--- config.mk ---
export PLATFORM = sky130hd
export DESIGN_NAME = regfile
export DESIGN_NICKNAME = d
export VERILOG_FILES = /design/src/rtl/regfile_pkg.sv /design/src/rtl/regfile_read_port.sv /design/src/rtl/regfile.sv
export SDC_FILE = /design/constraint.sdc
export NUM_CORES = 2
export LEC_CHECK = 0
export ABC_CLOCK_PERIOD_IN_PS = 6800
export CORE_ASPECT_RATIO = 0.6
export CORE_MARGIN = 8
export CORE_UTILIZATION = 55
export DETAILED_ROUTE_END_ITERATION = 10
export PLACE_DENSITY = 0.72
export REMOVE_ABC_BUFFERS = 1
export SLEW_MARGIN = 20
export SYNTH_ARGS = -nofsm -noshare
export SYNTH_HDL_FRONTEND = slang
export SYNTH_SLANG_ARGS = --single-unit
--- constraint.sdc ---
create_clock -name clk_i -period 6.8 [get_ports clk_i]
set_input_delay 0.68 -clock clk_i [delete_from_list [all_inputs] [get_ports clk_i]]
set_output_delay 0.68 -clock clk_i [all_outputs]
set_load 0.005 [all_outputs]
--- src/rtl/regfile_pkg.sv ---
// Shared core definitions for the RV32I integer register file.
// Holds the architectural widths, their typedefs and the x0 index constant.
package regfile_pkg;

  localparam int XLEN       = 32;
  localparam int REG_ADDR_W = 5;
  localparam int NUM_REGS   = 32;

  typedef logic [REG_ADDR_W-1:0] reg_addr_t;
  typedef logic [XLEN-1:0]       xlen_t;

  localparam reg_addr_t REG_ZERO = 5'd0;

endpackage : regfile_pkg

--- src/rtl/regfile_read_port.sv ---
// One combinational read port of the register file.
// Resolves the x0, reset-force and same-cycle write-through cases before the array lookup.
module regfile_read_port
  import regfile_pkg::*;
#(
  parameter int DATA_W = XLEN,
  parameter int ADDR_W = REG_ADDR_W
) (
  input  logic                                  rst_n_i,
  input  logic [ADDR_W-1:0]                     idx_i,
  input  logic [(1<<ADDR_W)-1:0][DATA_W-1:0]    regs_i,
  input  logic                                  reg_write_i,
  input  logic [ADDR_W-1:0]                     rd_i,
  input  logic [DATA_W-1:0]                     write_data_i,
  output logic [DATA_W-1:0]                     data_o
);

  // NOTE: assign a default before any branch so this block can never infer a latch.
  always_comb begin
    data_o = '0;
    if (!rst_n_i) begin
      data_o = '0;
    end else if (idx_i == ADDR_W'(REG_ZERO)) begin
      data_o = '0;
    end else if (reg_write_i && (rd_i == idx_i)) begin
      // idx_i is known non-zero here, so the bypass never applies to x0.
      data_o = write_data_i;
    end else begin
      data_o = regs_i[idx_i];
    end
  end

endmodule : regfile_read_port

--- src/rtl/regfile.sv ---
// RV32I integer register file: 31 flop registers plus hardwired x0,
// two combinational read ports with write-through bypass and one write port.
module regfile
  import regfile_pkg::*;
#(
  parameter int DATA_W = XLEN,
  parameter int ADDR_W = REG_ADDR_W
) (
  input  logic              clk_i,
  input  logic              rst_n_i,
  input  logic              reg_write_i,
  input  logic [ADDR_W-1:0] rs1_i,
  input  logic [ADDR_W-1:0] rs2_i,
  input  logic [ADDR_W-1:0] rd_i,
  input  logic [DATA_W-1:0] write_data_i,
  output logic [DATA_W-1:0] rs1_data_o,
  output logic [DATA_W-1:0] rs2_data_o
);

  localparam int NREGS = 1 << ADDR_W;

  logic [DATA_W-1:0]             regs [1:NREGS-1];
  logic [NREGS-1:0][DATA_W-1:0]  reg_view;
  logic                          wr_en;

  assign wr_en = reg_write_i && (rd_i != ADDR_W'(REG_ZERO));

  // NOTE: sequential state uses non-blocking assignments so every flop samples pre-edge values.
  // NOTE: this array is built from flops (not a RAM macro), so it can and must be cleared on reset.
  always_ff @(posedge clk_i) begin
    if (!rst_n_i) begin
      for (int i = 1; i < NREGS; i++) begin
        regs[i] <= '0;
      end
    end else if (wr_en) begin
      for (int i = 1; i < NREGS; i++) begin
        if (rd_i == ADDR_W'(i)) begin
          regs[i] <= write_data_i;
        end
      end
    end
  end

  // Flattened view for the read ports; entry 0 is a constant, not storage.
  always_comb begin
    reg_view[0] = '0;
    for (int i = 1; i < NREGS; i++) begin
      reg_view[i] = regs[i];
    end
  end

  regfile_read_port #(.DATA_W(DATA_W), .ADDR_W(ADDR_W)) u_rs1_port (
    .rst_n_i      (rst_n_i),
    .idx_i        (rs1_i),
    .regs_i       (reg_view),
    .reg_write_i  (reg_write_i),
    .rd_i         (rd_i),
    .write_data_i (write_data_i),
    .data_o       (rs1_data_o)
  );

  regfile_read_port #(.DATA_W(DATA_W), .ADDR_W(ADDR_W)) u_rs2_port (
    .rst_n_i      (rst_n_i),
    .idx_i        (rs2_i),
    .regs_i       (reg_view),
    .reg_write_i  (reg_write_i),
    .rd_i         (rd_i),
    .write_data_i (write_data_i),
    .data_o       (rs2_data_o)
  );

endmodule : regfile

==> key figures <==
Detailed routing
  • DR DRC count: 0
  • Final WL: 179,700 microns
  • 1st-pass router iterations: 6
  • Routed length per instance: 35.42 microns
  • Vias: 35,820
  • Starting DRT DRC Count: 6,369
  • Routed Antenna Nets: 0
  • Vias per inst: 7.060

Global route
  • Largest net degree at the start of global routing: 100
  • GRT Total Usage: 31.94%
  • Vias in the first global route: 34,250
  • First-pass GRT wire length: 253,200 microns
  • Grt ovf: 0
  • Initial antenna violation count: 7

Finish
  • Most frequent cells in the layout: and2_1, edfxtp_1, mux4_2
  • Commonest non-fill, non-tap cell in the layout: and2_1
  • Area Growth Syn to Fin: 10.46%
  • Most flops, register: regs
  • Largest registers: regs (992)
  • Max FFs per register: 992
  • Final instance area: 0.05991 sq mm
  • Nets: 3,739
  • Final core occ: 61.13%
  • Share of cells above drive strength 1: 23.99%

Floorplanning
  • Starting Density: 55.34%
  • Rows: 89
  • Die area: 0.1092 sq mm
  • Core footprint: 0.09799 sq mm
  • Die H: 259.2 microns
  • I/O pin cnt: 114
  • Die width: 421.4 microns

Hold path
  • Worst min path class: in -> reg
  • WHS Endpoint: regs[0][146]
  • Hold_sp: write_data_i[18]
  • Hold path depth: 2

Setup path
  • CP max-delay cell: a2111oi_0
  • Data arrival time of the worst path: 4.62 ns
  • Worst EP required: 6.12 ns
  • Setup CP Type: in -> out
  • Crit-path max FO: 20
  • Critical Path End Type: output port
  • Slowest cell delay on critical path: 0.87 ns
  • Startpoint types: input port
  • Worst-path cell chain: buf_2, clkinv_2, buf_4, mux2i_1, a2111oi_0, nor3_1, nor2_1, clkdlybuf4s50_1

Placement
  • Port Buffer Count: 113
  • Dpl hpwl: 105,200 microns
  • Routability Congestion: 0.9166
  • Area after DPL: 0.05694 sq mm

Synthesis
  • Multiplexer share of the synthesized area: 23.12%
  • Yosys cell types: 53
  • Synth Area in Compound Gates: 4.540%
  • Seq/Total Area, Yosys: 54.93%
  • Number of synthesized flops with an enable pin: 992
  • YS warnings: 0
  • Post-synth ARST share: 0%
  • Cells after Synth: 3,741
  • Post-Syn Area per Cell: 14.50 sq um
  • Largest family of logic cells by synthesized area: multiplexers
  • Synthesized area: 0.05423 sq mm
  • Adder-cell share of the synthesized area: 0%
  • Yosys reg bits: 992
  • Synth Area in XOR/XNOR: 0.1615%
  • Post-Synth Simple-Gate Area: 13.86%
  • Main synth FF type: edfxtp_1

CTS
  • Total CTS buffers: 91
  • CTS max path bufs: 3
  • Clk slew on worst S/H paths: 0.07 ns
  • Root Buffer Master: clkbuf_16
  • Setup bufs post-CTS: 0
  • Post-CTS sizing: 0
  • CTS Sinks: 992
  • Hold-fix buffers, CTS: 0
  • Htree depth: 3
  • CTS tree: yes

Timing
  • Worst slew pin tran: 1.282 ns
  • Endpoints failing setup: 0
  • Slew Limit Fails: 0
  • Fin Setup TNS: 0 ns
  • Achievable Freq: 188.8 MHz
  • Final hold slack: 0.6821 ns
  • Final Hold Vio Count: 0
  • Fin crit share: 77.89%
  • Min Clock Period, post-route: 5.297 ns
  • RSZ-0062 raised after global routing: false
  • Slew HR: 14.21%

Pwr
  • Lkg Pwr: 20.40 nW
  • Pwr Total: 0.01435 W
  • VDD IR max: 209.1 uV
  • Power per cell area: 239.6 mW/mm^2

Run
  • Max cap viols: 0

Status
  • Status: completed
## worst max path at each step
stage	startpoint	endpoint	slack, ns	cells past startpoint
2_1_floorplan	rd_i[2]	regs[0][512]	1.91	2
3_3_place_gp	rs1_i[4]	rs1_data_o[24]	1.79	8
3_5_place_dp	rs1_i[4]	rs1_data_o[24]	1.71	8
4_1_cts	rs1_i[4]	rs1_data_o[24]	1.71	8
5_1_grt	rs1_i[4]	rs1_data_o[24]	1.56	8
6_report	rs1_i[4]	rs1_data_o[24]	1.50	8
## cells in the mapped netlist (4+ instances only)
| library cell | n | area [sq um] |
|---|---|---|
| nand3_1 | 27 | 135.1 |
| nor2_1 | 82 | 307.8 |
| a221o_1 | 9 | 90.09 |
| mux2_2 | 95 | 1070 |
| a2111oi_0 | 15 | 131.4 |
| a21oi_1 | 47 | 235.2 |
| and2_1 | 996 | 6231 |
| buf_6 | 11 | 123.9 |
| a31oi_1 | 22 | 137.6 |
| a221oi_1 | 59 | 516.8 |
| xor2_1 | 8 | 70.07 |
| nand4_1 | 6 | 37.54 |
| o21ai_1 | 8 | 40.04 |
| o31ai_1 | 4 | 30.03 |
| buf_4 | 36 | 270.3 |
| or3_1 | 4 | 25.02 |
| a22o_1 | 14 | 122.6 |
| mux2i_1 | 151 | 1511 |
| a22oi_1 | 17 | 127.6 |
| clkbuf_1 | 272 | 1021 |
| nand2_1 | 93 | 349.1 |
| a21boi_0 | 4 | 30.03 |
| buf_1 | 18 | 67.56 |
| o22ai_1 | 39 | 244.0 |
| nor4_1 | 5 | 31.28 |
| nor3_1 | 19 | 95.09 |
| a32oi_1 | 12 | 105.1 |
| or2_2 | 6 | 37.54 |
| mux4_2 | 442 | 9955 |
| nand2b_1 | 8 | 50.05 |
| nor2b_1 | 23 | 143.9 |
| buf_2 | 68 | 340.3 |
| o21ai_0 | 89 | 445.4 |
| edfxtp_1 | 992 | 29790 |
| o41ai_1 | 5 | 43.79 |
## through the flow
step / setup WS (ns) / instances
global placement: 1.794 / 4908
global route: 1.559 / 5073
detailed placement: 1.706 / 4910
finish: 1.503 / 5074
floorplan: 1.910 / 3336
CTS: 1.706 / 5066
## routing by layer
| metal | up-vias | track usage [%] | share of wire (%) |
|---|---|---|---|
| li1 | 14200 | - | - |
| met1 | 18110 | 45.10 | 37 |
| met2 | 3078 | 45.68 | 43 |
| met3 | 433 | 11.22 | 16 |
| met4 | 2 | 12.36 | 4.4 |
| met5 | - | 0 | 0.0072 |
## worst max-delay path, delay by kind of cell
kind | cells | cell delay [ns]
AND/OR/NAND/NOR | 2 | 0.50
buffers and inverters | 4 | 2.34
AO/OA/AOI/OAI | 1 | 0.87
multiplexers | 1 | 0.19
## logic make-up (layout without fill, tap and decap cells)
family                 Yosys count  in the layout
flip-flops                     992            992
other                            0              3
XOR/XNOR                        10             10
AO/OA/AOI/OAI                  362            362
buffers and inverters          410            421
AND/OR/NAND/NOR               1279           1279
multiplexers                   688            688
## final cells by class
class | count | area, sq um
clock buffers | 111 | 2395
flip-flops and latches | 992 | 29790
diodes | 3 | 7.507
well taps | 1319 | 1650
inverters | 5 | 20.02
repair buffers | 260 | 2427
multi-input cells | 2339 | 23170
fillers | 7209 | 38090
clock inverters | 45 | 442.9
## power breakdown
part           leakage [nW]  total (W)  internal (W)  switching [W]
registers              9.46    0.00725       0.00707       0.000178
logic                  9.56    0.00194      0.000818        0.00112
clock network          1.38    0.00517       0.00280        0.00236
Note: power is estimated with default switching activity, not from simulation.
